[src/rtl/serial_paralelo.sv]
// serial_paralelo: COM-aligned serial-to-parallel deserializer with lock detection
module serial_paralelo #(
  parameter int WIDTH = 8,
  parameter logic [WIDTH-1:0] COM = 8'hBC,
  parameter int COM_NEEDED = 4
) (
  input  logic             clk_32f,
  input  logic             reset,
  input  logic             data_in,
  output logic [WIDTH-1:0] data_out,
  output logic             valid_out,
  output logic             active,
  output logic [2:0]       com_count
);
  localparam int CW = $clog2(WIDTH);
  localparam logic [CW-1:0] LAST = CW'(WIDTH - 1);
  localparam logic [2:0] NEED = 3'(COM_NEEDED);
  typedef enum logic [1:0] {SEARCH, ALIGN, ACTIVE} state_t;
  state_t           state_q;
  logic [WIDTH-1:0] shift_q, shift_d;
  logic [CW-1:0]    cnt_q;
  logic [2:0]       com_d;
  logic             bnd, is_com;
  assign shift_d = {shift_q[WIDTH-2:0], data_in};
  assign bnd     = cnt_q == LAST;
  assign is_com  = shift_d == COM;
  assign com_d   = com_count + 3'd1;
  always_ff @(posedge clk_32f) begin
    if (!reset) begin
      shift_q   <= '0;
      cnt_q     <= '0;
      state_q   <= SEARCH;
      data_out  <= '0;
      valid_out <= 1'b0;
      active    <= 1'b0;
      com_count <= '0;
    end else begin
      shift_q   <= shift_d;
      cnt_q     <= bnd ? '0 : cnt_q + CW'(1);
      valid_out <= 1'b0;
      case (state_q)
        SEARCH: if (is_com) begin
          cnt_q     <= '0;
          com_count <= 3'd1;
          state_q   <= NEED == 3'd1 ? ACTIVE : ALIGN;
          active    <= NEED == 3'd1;
        end
        ALIGN: if (bnd) begin
          com_count <= is_com ? com_d : 3'd0;
          state_q   <= !is_com ? SEARCH : com_d == NEED ? ACTIVE : ALIGN;
          active    <= is_com && com_d == NEED;
        end
        default: if (bnd && !is_com) begin
          data_out  <= shift_d;
          valid_out <= 1'b1;
        end
      endcase
    end
  end
endmodule
[config.mk]
export PLATFORM = sky130hd
export DESIGN_NAME = serial_paralelo
export DESIGN_NICKNAME = d
export VERILOG_FILES = /design/src/rtl/serial_paralelo.sv
export SDC_FILE = /design/constraint.sdc
export NUM_CORES = 1
export LEC_CHECK = 0
export ABC_AREA = 0
export ABC_CLOCK_PERIOD_IN_PS = 2009
export BUFFER_PORTS_ARGS = -buffer_cell sky130_fd_sc_hd__buf_2
export CORE_UTILIZATION = 50
export DETAILED_ROUTE_END_ITERATION = 7
export PLACE_DENSITY = 0.73
export SETUP_SLACK_MARGIN = 0.5
export SLEW_MARGIN = 20
export SYNTH_ARGS = -nofsm -noshare
export SYNTH_HDL_FRONTEND = slang
export SYNTH_SLANG_ARGS = --single-unit
[constraint.sdc]
create_clock -name clk_32f -period 2.01 [get_ports clk_32f]
set_input_delay 0.201 -clock clk_32f [delete_from_list [all_inputs] [get_ports clk_32f]]
set_output_delay 0.201 -clock clk_32f [all_outputs]
set_load 0.1 [all_outputs]
# Word level (Yosys, flattened, before mapping)
# Index checks and enable logic that the tools add are counted.
# Widths: inputs -> output; s select.
# op_classes
n_mux,16
n_eq_ne,6
add_sub_neg,2
n_bitwise,2
reduce_logical,9
# ops
cell,n
$mux 3,6
$eq 8x8->1 const B,1
$mux 2,4
$add 3x1->3 const B,2
$eq 3x3->1 const B,2
$pmux 3 s2,1
$ne 2x2->1 const B,2
$pmux 2 s2,1
$mux 1,3
$reduce_and 3->1,1
$reduce_or 3->1,1
$eq 2x1->1 const B,1
$logic_and 1x1->1,2
$logic_not 2->1,1
$not 1->1,2
$pmux 1 s2,1
$reduce_and 2->1,1
$reduce_bool 2->1,1
$reduce_or 2->1,1
$logic_not 1->1,1
# word_totals
out_inout_bits,13
word_cells,42
ff_bits,25
in_bits,3

# Longest topological paths before layout
# Gate-level depths: netlist of the first run.
# logic_depth
ltp_word,6
ltp_mapped,5
mapped_depth_nobuf,5

# Worst setup path after synthesis of the first run
# Ideal clock, no wire load.
# synth_timing
path_type,register -> register
from,reg com_count[0]
to,reg com_count[2]
setup_ns,0.062
period_less_slack_ns,1.943
arrival_ns,1.881
slack_ns,0.067
n_path_buf,0
path_stages_with_launch,5
required_ns,1.948
path_cell_list,dfxtp_1 > ha_1 > nand3b_1 > a2111oi_0 > a41o_1
# synth_via
elab_chain_cells,4
# synth_rtl
item,line,source
from (decl),13,output logic [2:0] com_count
from (signal assigned),49,com_count <= is_com ? com_d : 3'd0;
$add 3x1->3,27,assign com_d = com_count + 3'd1;
$mux 3,49,
$mux 3,48,ALIGN: if (bnd) begin
$pmux 3 s2,41,case (state_q)
# No other way between the ends. The select of a mux whose other input is x is not followed.
# A chain may end at the register's enable or synchronous reset.

# Worst setup path after layout of the first run
# layout_timing
from,reg shift_q[5]
to,reg com_count[2]
# layout_via
elab_chain_cells,4
word_cells_on_any_way,6
cone_classes,eq/ne: 2; mux: 3; reduce/logical: 1
# layout_rtl
item,line,source
from (decl),20,"logic [WIDTH-1:0] shift_q, shift_d;"
from (signal assigned),38,shift_q <= shift_d;
$eq 8x8->1 (*),26,assign is_com = shift_d == COM;
$mux 3,49,
$mux 3,48,
$pmux 3 s2,41,
# Every way passes the cells marked *; elsewhere a longest branch is shown, timed or not. The select of a mux whose other input is x is not followed.

==> flow_summary.toml, run 1 <==
[timing]
rsz0062_at_grt = "true"
worst_pin_slew_ns = 0.4847
layout_min_cycle_time_ns = 1.478
tns_ns = 0
setup_viol = 0
timing.final.crit_share_pct = 73.51
slew_headroom_pct = 67.91
slew_viol_final = 0
fmax_mhz = 676.8
hold_viol_final = 0
skew_ns = 0.004170
holdWs_ns = 0.1300

[layout]
antenna_cells = 0
area_growth_pct = 18.99
fillCellCount = 153
post-route-util_pct = 64.23
drive_above_1_share_pct = 33.94
final_cell_mix = "18 x nand2_1, 18 x dfxtp_1, 15 x buf_2, 9 x inv_1, 8 x mux2i_1"
final_nets = 117

[cts]
cts_root_buf = "clkbuf_4"
clk_pin_slew_ns = 0.13
cts.htree.levels = 1
insertion_delay_ns = 0.30
clockBufferDepth = 2
cts_tree = "yes"
holdBufCountCts = 0
cts_buffers = 3
cts_sinks = 24

[floorplanning]
initial_utilization_pct = 53.98
fp.dieW_um = 45.41
ios = 16
core-area_sq_um = 1745
dieArea_sq_um = 2062
die_h_um = 45.41
row_count = 15

[run_status]
status = "finished, final reports clean"

[setup_path]
cp_num_buf_inv = 0
crit_chain = "nand4bb_4 -> or4_4 -> a41o_1"
cp_data_arrival_time_ns = 1.68
end_kind = "flip-flop"
required_ns = 2.22
slowest_stage = "or4_4"
crit_family = "simple AND/OR/NAND/NOR gates"
max_stage_delay_ns = 0.55
cp_max_fo = 7
ff2ff_setup_slack_ns = 0.53
start_kind = "flip-flop"
worstSetupPathType = "flip-flop to flip-flop"

[min_path]
hp-class = "input port to flip-flop"

[route]
met3WireLength_um = 72
drc = 0
routed_wl_mm = 1.749
drt_first_iter_violations = 13
wire_per_inst_um = 13.05
met2_length_um = 844
ant_nets = 0
via_per_inst = 5.254
wl_met1_um = 810
dr.pass1.iters = 4
top_layer = "met4"
vias = 704

[placed_design]
gp_congestion = 0.7956
io_buffers = 15
dp_hpwl_mm = 1.172

[synthesis]
syn_nets = 98
syn_area_sq_um = 942.2
ys_warn_count = 0
ys_ff_latch = 24
synth-seq-area-share_pct = 51.00
synth.avg_cell_area_sq_um = 10.35
synth_cells = 91
synth_cell_types = 25

[flow_run]
max_cap_viol_count = 0

[power_and_ir_drop]
leakagePower_uw = 0.0005077
p_per_area_nw_per_um2 = 676.8
ir_drop_v = 0.0005151

[global_route]
grt.overflow.total = 0
grt_pass1_vias = 603
antenna_found_initial = 0
grt_max_degree = 26
grt_use_total_pct = 17.80
grt_pass1_wl_mm = 2.622
## layout make-up
class | count | area (sq um) | share of cell area (%)
Clock buffer | 4 | 36.28 | 3.237
Multi-Input combinational cell | 54 | 434.2 | 38.73
Tap cell | 25 | 31.28 | 2.790
Inverter | 9 | 33.78 | 3.013
Sequential cell | 24 | 488.0 | 43.53
Timing Repair Buffer | 18 | 97.59 | 8.705
## Yosys cell counts
cell type	count	area share [%]
o221a_2	1	1.2
ha_1	4	5.3
and2_1	1	0.66
clkbuf_1	3	1.2
or4_4	1	1.2
a2111oi_0	1	0.93
nand4bb_4	1	2.9
nor3_1	1	0.53
a21boi_0	1	0.80
dfxtp_1	24	51
o211a_1	1	1.1
inv_1	9	3.6
o21a_1	1	0.80
nor4b_1	1	0.93
nand3b_1	3	2.4
nand2_1	18	7.2
mux2i_1	8	8.5
or4_1	1	0.80
buf_2	1	0.53
nand4b_1	2	1.9
xnor2_1	1	0.93
and3_2	2	1.6
nor4_1	2	1.3
a31oi_1	1	0.66
a41o_1	2	2.1
## power breakdown
group	internal [uW]	switching (uW)	total (uW)
combinational	11.4	13.9	25.3
sequential	484	4.61	489
clock	110	134	245
## kinds of logic after synthesis
group	after synthesis	share of synthesized area (%)
AO/OA/AOI/OAI	8	7.571
XOR/XNOR	1	0.9298
adder cells (fa/ha/maj)	4	5.312
buffers and inverters	13	5.311
flip-flops	24	51.00
multiplexers	8	8.500
AND/OR/NAND/NOR	33	21.38
## tightest hold or removal path: cells and delay by family
family / cells / cell delay (ns)
buffers and inverters: 2 / 0.15
AND/OR/NAND/NOR: 1 / 0.06
## sequential cells by signal, indices dropped and copies added, names as in the netlist
signal	count
data_out	8
shift_q	7
cnt_q	3
com_count	3
active	1
state_q	1
valid_out	1
## timing repair
action | CTS | global route
buffers inserted | 1 | 1
endpoints found under the setup margin | 10 | 11
resized for setup | 2 | 6
pin swaps | 1 | 1
## metrics by stage
stage                     instances  area (sq um)  total power (uW)  setup slack [ns]
after floorplan                  91         947.2             514.3            0.4217
after global placement          128          1045             521.1            0.4025
after detailed placement        128          1045             522.1            0.3821
after CTS                       133          1092             761.1            0.5025
after global routing            134          1121             789.2            0.4979
final                           134          1121             758.7            0.5324
## final timing paths
kind	from	endpoint	cells after the start
worst max register to register	shift_q[5]$_SDFF_PN0_	com_count[2]$_SDFFE_PN0P_	3
worst min-delay path	data_in	shift_q[0]$_SDFF_PN0_	3
worst max-delay path	shift_q[5]$_SDFF_PN0_	com_count[2]$_SDFFE_PN0P_	3
worst min register to register	cnt_q[0]$_SDFF_PN0_	cnt_q[0]$_SDFF_PN0_	1
## layer usage
metal  up-vias  GRT usage, %
met5         -             0
met2        21         27.43
met1       330         24.25
met4         0         9.091
li1        351             -
met3         2         2.381
Note: power is estimated with default switching activity, not from simulation.
==> run 2: changes to the inputs <==
- ABC_CLOCK_PERIOD_IN_PS: 2009 -> 1250
- CORE_UTILIZATION: 50 -> 47
- PLACE_DENSITY: 0.73 -> 0.72
- clock period: 2.01 -> 1.25 ns (I/O delays scaled with it)
==> run 2 against run 1 <==
Compared with the run above: the flow now finishes with violations (setup timing); final cell count increased by 9.0%; global-route usage is 3.7 points higher; sequential power is 55% higher; worst hold slack worse by 0.083 ns; register-to-register slack worse by 0.67 ns; sequential cell count did not move; clock skew is 0.0052 ns higher; core utilization up 20 points; die area up 6.1%; non-clock buffer count is 12 higher; worst setup slack got worse by 0.67 ns.
==> flow_summary.toml, run 2 (synthesis gave the netlist of run 1 again) <==
[setup_path]
cp.depth = 4
cp_max_fo = 9
cp_data_arrival_time_ns = 1.60
crit_top_cell = "ha_4"
crit_chain = "ha_4 -> ha_4 -> o211a_2 -> mux2i_1"
crit_family = "flip-flops"
max_stage_delay_ns = 0.37
end_kind = "flip-flop"
slowest_stage = "dfxtp_2"
worstSetupPathType = "flip-flop to flip-flop"
reg2regPathDepth = 4
ff2ff_setup_slack_ns = -0.13
cp_num_buf_inv = 0
required_ns = 1.47
start_kind = "flip-flop"

[placed_design]
io_buffers = 15
gp_congestion = 0.8116
dp_cells = 139
dp_hpwl_mm = 1.338

[layout]
ff_latch_area_sq_um = 531.8
top_regs = "data_out: 8 flops, shift_q: 7 flops"
final_common_cell = "nand2_1"
post-route-util_pct = 83.75
fillCellCount = 108
fin_cells = 146
largest_reg_flops = 8
regMostFlops = "data_out"
final_cell_mix = "18 x nand2_1, 13 x dfxtp_4, 13 x buf_12, 12 x buf_4"
area_growth_pct = 60.16
multiInputGateArea_sq_um = 481.7
antenna_cells = 0
drive_above_1_share_pct = 50.41
final_nets = 129

[cts]
clockBufferDepth = 2
holdBufCountCts = 0
insertion_delay_ns = 0.31
cts_tree = "yes"
cts_root_buf = "clkbuf_4"
clk_pin_slew_ns = 0.12
cts.htree.levels = 1
cts_buffers = 3
cts_sinks = 24

[timing]
worst_pin_slew_ns = 0.3000
timing.final.crit_share_pct = 110.6
fmax_mhz = 723.1
layout_min_cycle_time_ns = 1.383
holdWs_ns = 0.04738
setup_viol = 17
tns_ns = -1.176
slew_viol_final = 0
rsz0062_at_grt = "true"
slew_headroom_pct = 79.82
hold_viol_final = 0
skew_ns = 0.009331
final.setup.worst_slack_ns = -0.1329

[route]
ant_nets = 0
via_per_inst = 5.308
drc = 0
dr.pass1.iters = 4
vias = 775
drt_first_iter_violations = 11
routed_wl_mm = 2.074
wire_per_inst_um = 14.21

[global_route]
grt_busiest_layer = "met2"
antenna_found_initial = 0
use_met3_pct = 5.000
grt_pass1_wl_mm = 3.215
grt.met1_usage_pct = 21.19
grt.overflow.total = 0
grt_use_total_pct = 21.51
met2_usage_pct = 41.39
grt_max_degree = 20
grt_pass1_vias = 796

[floorplanning]
core-area_sq_um = 1802
fp.dieW_um = 46.77
ios = 16
initial_utilization_pct = 52.29
dieArea_sq_um = 2187
die_h_um = 46.77
row_count = 15

[power_and_ir_drop]
power_uw = 1219
p_per_area_nw_per_um2 = 808.0
ir_drop_v = 0.0008953
leakagePower_uw = 0.0006063

[run_status]
violations = "setup timing"
status = "finished, violations left"

[flow_run]
max_cap_viol_count = 0

[min_path]
whs_path_depth = 3
hp-class = "input port to flip-flop"
run 2: cell types whose count changed in the layout (fill, tap and decap cells not counted), sizes merged:
| cell | previous run | this run |
|---|---|---|
| buf | 18 | 30 |
run 2: stage by stage:
stage	area (sq um)	setup slack, ns
6_report	1509	-0.1329
5_1_grt	1509	-0.1758
4_1_cts	1498	-0.1463
3_5_place_dp	1260	-0.2196
3_3_place_gp	1260	-0.1197
2_1_floorplan	1060	-0.1260
run 2: area by class of cell:
class,count,share of cell area (%)
Multi-Input combinational cell,54,31.92
Timing Repair Buffer,30,26.12
Sequential cell,24,35.24
Tap cell,25,2.073
Clock buffer,4,2.405
Inverter,9,2.239
run 2: path summary, 6_finish.rpt:
check,startpoint,to
setup / recovery,cnt_q[0]$_SDFF_PN0_,data_out[4]$_SDFFE_PN0P_
hold / removal,data_in,shift_q[0]$_SDFF_PN0_
setup reg to reg,cnt_q[0]$_SDFF_PN0_,data_out[4]$_SDFFE_PN0P_
hold reg to reg,shift_q[0]$_SDFF_PN0_,shift_q[1]$_SDFF_PN0_
run 2: where the power goes:
group          total (uW)  internal, uW  switching [uW]
sequential            760           750            9.45
combinational        52.4          28.1            24.3
clock                 407           178             229
run 2: metal layers:
metal / up-vias / wire length [um]
li1: 374 / -
met1: 356 / 820
met2: 37 / 1095
met3: 8 / 118
met4: 0 / 40
met5: - / 0
run 2: what timing repair did:
| item | in CTS | in global routing |
|---|---|---|
| endpoints found under the setup margin | 30 | 30 |
| pin swaps | 5 | 1 |
| cloned | 0 | 0 |
| buffers inserted | 2 | 1 |
| gates resized for setup | 50 | 2 |
run 2: worst min-delay path, cell delays in order:
cell and delay, ns:
buf_2 0.09, nand2_1 0.07, inv_1 0.05
